==> config.mk <==
export PLATFORM = sky130hd
export DESIGN_NAME = expr_eval
export DESIGN_NICKNAME = d
export VERILOG_FILES = /design/src/rtl/expr_pkg.sv /design/src/rtl/expr_char_class.sv /design/src/rtl/expr_eval.sv
export SDC_FILE = /design/constraint.sdc
export NUM_CORES = 1
export LEC_CHECK = 0
export BUFFER_PORTS_ARGS = -buffer_cell sky130_fd_sc_hd__buf_2
export CAP_MARGIN = 0
export CORE_MARGIN = 2
export CORE_UTILIZATION = 35
export CTS_CLUSTER_DIAMETER = 80
export DETAILED_ROUTE_END_ITERATION = 6
export PLACE_DENSITY_LB_ADDON = 0.25
export SETUP_SLACK_MARGIN = 0.15
export SLEW_MARGIN = 10
export SYNTH_ARGS = -nofsm -noshare
export SYNTH_HDL_FRONTEND = slang
export SYNTH_SLANG_ARGS = --single-unit
==> constraint.sdc <==
create_clock -name clk -period 11.6 [get_ports clk]
set_input_delay 1.16 -clock clk [delete_from_list [all_inputs] [get_ports clk]]
set_output_delay 1.16 -clock clk [all_outputs]
set_load 0.02 [all_outputs]
==> src/rtl/expr_pkg.sv <==
// Shared definitions for the expression evaluator and the expression validator:
// ASCII codes of the legal characters, the parser state type and the default datapath width.
package expr_pkg;

    localparam int W_DEFAULT = 16;

    localparam logic [7:0] CH_0    = 8'h30;
    localparam logic [7:0] CH_9    = 8'h39;
    localparam logic [7:0] CH_PLUS = 8'h2B;
    localparam logic [7:0] CH_STAR = 8'h2A;

    typedef enum logic [2:0] {
        IDLE,
        NUM,
        OPA,
        OPM,
        ERR
    } state_t;

endpackage

==> src/rtl/expr_char_class.sv <==
// Combinational character classifier shared by the expression validator and evaluator.
// Maps one ASCII byte to digit/plus/star flags and the digit value.
module expr_char_class
    import expr_pkg::*;
(
    input  logic [7:0] in,
    output logic       is_digit,
    output logic       is_plus,
    output logic       is_star,
    output logic [3:0] digit
);

    always_comb begin
        is_digit = (in >= CH_0) && (in <= CH_9);
        is_plus  = (in == CH_PLUS);
        is_star  = (in == CH_STAR);
        // The low nibble of '0'..'9' is the digit value itself.
        digit    = is_digit ? in[3:0] : 4'd0;
    end

endmodule

==> src/rtl/expr_eval.sv <==
// Streaming evaluator for expressions of the form digit (op digit)*, op in {'+','*'}.
// Optional sticky overflow flag and port enabled by defining EXPR_EVAL_OVF_EN.
module expr_eval
    import expr_pkg::*;
#(
    parameter int W = W_DEFAULT
) (
    input  logic         clk,
    input  logic         clr,
    input  logic [7:0]   in,
    input  logic         in_valid,
    output logic         out,
    output logic [W-1:0] value,
    output logic         err
`ifdef EXPR_EVAL_OVF_EN
    ,
    output logic         ovf
`endif
);

    state_t       state, state_n;
    logic [W-1:0] sum, sum_n;
    logic [W-1:0] term, term_n;
    logic [W-1:0] value_n;
    logic         err_n;

    logic         is_digit, is_plus, is_star;
    logic [3:0]   digit;
    logic [W-1:0] digit_w;

    expr_char_class u_char_class (
        .in       (in),
        .is_digit (is_digit),
        .is_plus  (is_plus),
        .is_star  (is_star),
        .digit    (digit)
    );

    assign digit_w = {{(W-4){1'b0}}, digit};
    assign out     = (state == NUM);

    // NOTE: registers use non-blocking assignments so every flop samples the pre-edge values.
    always_ff @(posedge clk or posedge clr) begin
        if (clr) begin
            state <= IDLE;
            sum   <= '0;
            term  <= '0;
            value <= '0;
            err   <= 1'b0;
        end else begin
            state <= state_n;
            sum   <= sum_n;
            term  <= term_n;
            value <= value_n;
            err   <= err_n;
        end
    end

    // NOTE: every output of this block is given a hold default first, so no latches are inferred.
    always_comb begin
        state_n = state;
        sum_n   = sum;
        term_n  = term;
        value_n = value;
        err_n   = err;
        if (in_valid) begin
            unique case (state)
                IDLE, OPA, OPM: begin
                    if (is_digit) begin
                        state_n = NUM;
                        term_n  = (state == OPM) ? term * digit_w : digit_w;
                        value_n = sum + term_n;
                    end else begin
                        state_n = ERR;
                        err_n   = 1'b1;
                    end
                end
                NUM: begin
                    if (is_plus) begin
                        state_n = OPA;
                        sum_n   = sum + term;
                    end else if (is_star) begin
                        state_n = OPM;
                    end else begin
                        state_n = ERR;
                        err_n   = 1'b1;
                    end
                end
                default: ;  // ERR absorbs everything until clr
            endcase
        end
    end

`ifdef EXPR_EVAL_OVF_EN
    logic           ovf_n;
    logic [2*W-1:0] prod_wide;
    logic [W:0]     value_wide;
    logic [W:0]     plus_wide;

    // Full-width copies of the datapath arithmetic; any carry or high product bit flags overflow.
    always_comb begin
        prod_wide  = {{W{1'b0}}, term} * {{(2*W-4){1'b0}}, digit};
        value_wide = {1'b0, sum} + {1'b0, term_n};
        plus_wide  = {1'b0, sum} + {1'b0, term};
        ovf_n      = ovf;
        if (in_valid) begin
            if (is_digit && (state == OPM) && ((prod_wide >> W) != '0))
                ovf_n = 1'b1;
            if (is_digit && (state inside {IDLE, OPA, OPM}) && value_wide[W])
                ovf_n = 1'b1;
            if (is_plus && (state == NUM) && plus_wide[W])
                ovf_n = 1'b1;
        end
    end

    always_ff @(posedge clk or posedge clr) begin
        if (clr) ovf <= 1'b0;
        else     ovf <= ovf_n;
    end
`endif

endmodule

==> results by group <==
CTS
  • TritonCTS Buffers: 5
  • # clock sinks: 52
  • Clock tree buffer depth: 2
  • Clock transition at the registers of the reported paths: 80 ps
  • Root buffer cell: clkbuf_16
  • H-tree depth: 2
  • CTS tree: yes
  • Post-CTS setup buffers: 0
  • # resized after CTS: 0
  • Post-CTS Hold Buffers: 0
  • Clk_lat worst skew: 300 ps

Power and ir drop
  • Switch share: 0.246
  • Max IR drop VDD: 0.0558 mV
  • Reg power frac: 0.521
  • Sw Pwr: 0.0881 mW
  • Gate power share: 0.051
  • Static Leakage: between 2 and 3 nW
  • Int Pwr: 0.270 mW
  • Clk network pwr share: 0.428
  • Power per cell area: 66.4 mW/mm^2

STA
  • Slew margin rel.: 0.336
  • Fmax: 146 MHz
  • Final worst-path cycle share: 0.589
  • Worst Max-Slew Pin Slew: a little under 1000 ps
  • Setup TNS: 0 ps
  • Setup violations, final: 0
  • Clock Skews: between 8 and 9 ps
  • Final Hold Vio Count: 0
  • RSZ-0062 raised after global routing: no
  • Post-layout min period: 6830 ps
  • Max-slew violations: 0

Synthesis
  • Xor/xnor share of the synthesized area: 0.0711
  • Syn Area/Cell: 8.65 um^2
  • Post-synthesis register bit count: 52
  • Top_reg_cell synth: dfrtp_1
  • Synth Area in Adders: 0.226
  • Syn nets: 654
  • Main combinational cell family by area after synthesis: adder cells
  • Post-synth ARST share: 1.00
  • Simple-gate portion of the synthesized area: 0.201
  • Distinct cells, synth: 54
  • Post-Syn Area: 0.00493 mm^2
  • YS warnings: 0
  • Post-synth EDFFs: 0
  • Post-Synthesis Cells: 570
  • Mux cell area share after synthesis: 0.0203
  • Post-synthesis compound-gate area fraction: 0.167
  • Seq/Total Area, Yosys: 0.264

Finish
  • Non-Filler Instances: 771
  • Most common cell after layout, fill and taps aside: nand2_1
  • Area delta synth->final: 9.55%
  • Commonest non-fill, non-tap cells in the layout: nand2_1, dfrtp_1, inv_1
  • Share of cells above drive strength 1: 0.0981
  • Antenna Cells: 0
  • Nets: just under 700

Detailed routing
  • Final WL: approximately 11 mm
  • WL per Instance: 14.2 um
  • Via density per instance: 5.14
  • Vias: between 3000 and 4000
  • Routed Antenna Nets: 0
  • DRT Pass-1 Iters: 4
  • Remaining DRCs: 0
  • First DRT Iteration DRCs: 156

Floorplanning
  • Die width: 123 um
  • I/O pins: 29
  • Die Ht: between 100 and 150 um
  • Row count: 43
  • Die area: 0.0150 mm^2
  • Initial Util: 0.356
  • Core area: 0.0138 mm^2

GRT
  • GRT overflow: 0
  • Largest net degree at the start of global routing: 53
  • First-pass GRT wire length: around 19 mm
  • Vias in the first global route: just under 4000
  • Antenna violations before repair: 0
  • Total GRT Usage: 0.158

Placement
  • GP Congestion: 0.846
  • Inst Count DP: between 700 and 800
  • PortBufs: 28
  • Dpl hpwl: 8.65 mm

Min path
  • Hold path startpoint: err
  • Hold Path Class: register to register
  • Hold path depth: 1
  • Hold-critical path endpoint: err

Setup path
  • R2r endpoint: value[15]
  • Critical Path End Type: register
  • Crit path from: in[6]
  • Crit Reg-Reg Startpoint: term[1]
  • R2r setup slk: 6100 ps
  • Critical Path Fanout Max: 13
  • Req. time, crit path: about 12000 ps
  • CP startpoint kind: input port
  • Critical path type: input port to register
  • Arrival time worst endpoint: 6980 ps
  • R2R cell count: 24

Run
  • Max-Cap Viols: 0

Outcome
  • Outcome: completed
layer usage:
metal | share of wire | global-route usage | up-vias | wire length, um
li1 | - | - | 1971 | -
met5 | 0 | 0 | - | 0
met4 | 0.016 | 0.0395 | 0 | 181
met3 | 0.027 | 0.0237 | 18 | 293
met1 | 0.46 | 0.207 | 1910 | 5090
met2 | 0.49 | 0.273 | 63 | 5420
per-stage QoR:
stage | power (mW) | hold WS [ps] | cell area (um^2) | utilization | setup WS (ps)
after detailed placement | 0.209 | 447 | 5250 | 0.380 | 4450
final | 0.358 | 468 | 5400 | 0.390 | 4770
after global routing | 0.377 | 490 | 5400 | 0.390 | 4130
after floorplan | 0.201 | 461 | 4930 | - | 5270
after global placement | 0.208 | 447 | 5250 | 0.380 | 4670
after CTS | 0.363 | 470 | 5400 | 0.390 | 4750
layout make-up:
type	instances	area [um^2]
timing repair buffer	30	155
clock buffer	5	125
inverter	49	184
tap	180	225
sequential	52	1300
clock inverter	3	23.8
fill	1410	8430
multi-input combinational	452	3380
state kept, by name, indices dropped and copies added, names as in the netlist:
register,cells
value,16
state,3
sum,16
err,1
term,16
logic make-up (layout without fill, tap and decap cells):
kind of cell               Yosys count  after routing
AOI/OAI and AO/OA                  125            125
adders and majority gates           73             73
muxes                                9              9
and+or+nand+nor                    205            205
DFF                                 52             52
buffers and inverters               66             87
xor gates and xnor gates            40             40
worst max-delay path by stage:
| stage | slack [ps] | cells after the start | to |
|---|---|---|---|
| after global routing | 4130 | 27 | value[15] |
| after global placement | 4670 | 27 | value[15] |
| after detailed placement | 4450 | 27 | value[15] |
| after CTS | 4750 | 27 | value[15] |
| final | 4770 | 27 | value[15] |
| after floorplan | 5270 | 26 | value[15] |
synthesized netlist by cell type, drive strengths merged, types with 3 or more instances:
cell type | instances | area, um^2
clkbuf | 14 | 52.6
nand2 | 88 | 330
a31oi | 3 | 18.8
o21bai | 5 | 41.3
o311ai | 3 | 26.3
nor2b | 6 | 37.5
and3 | 13 | 81.3
nand3 | 6 | 30.0
and2 | 27 | 169
o31ai | 9 | 67.6
fa | 27 | 541
nor2 | 31 | 116
a211oi | 6 | 50.1
xnor2 | 20 | 175
nor3 | 12 | 60.1
buf | 3 | 11.3
o21ai | 45 | 225
a21oi | 23 | 130
mux2 | 8 | 90.1
nor3b | 3 | 27.5
dfrtp | 52 | 1300
ha | 46 | 576
a21o | 12 | 90.1
inv | 49 | 184
o21a | 7 | 52.6
xor2 | 20 | 175
nand2b | 6 | 37.5
power by group through the flow:
stage               combinational (mW)  sequential [mW]  clock (mW)
finish                          0.0182            0.187       0.153
global route                    0.0214            0.187       0.168
CTS                             0.0188            0.187       0.157
detailed placement              0.0187            0.190           0
global placement                0.0183            0.190           0
floorplan                       0.0116            0.190           0
worst max-delay path, stage by stage:
cell and delay (ps):
buf_2 100, nor3b_2 340, and3_1 470, and2_1 310
nand2_1 100, fa_1 400, fa_1 510, inv_1 40
ha_1 320, nor2b_1 160, o21ai_0 140, nand2b_1 110
a21o_1 180, a21o_1 200, a21o_1 180, a21oi_1 170
xor2_1 210, nor2_1 80, ha_1 310, nand2_1 120
o2bb2a_1 190, o21ai_0 140, o41ai_1 430, o21ai_0 200
xor2_1 190, xnor2_1 130, o21ai_0 90
(Power assumes the default switching activity.)
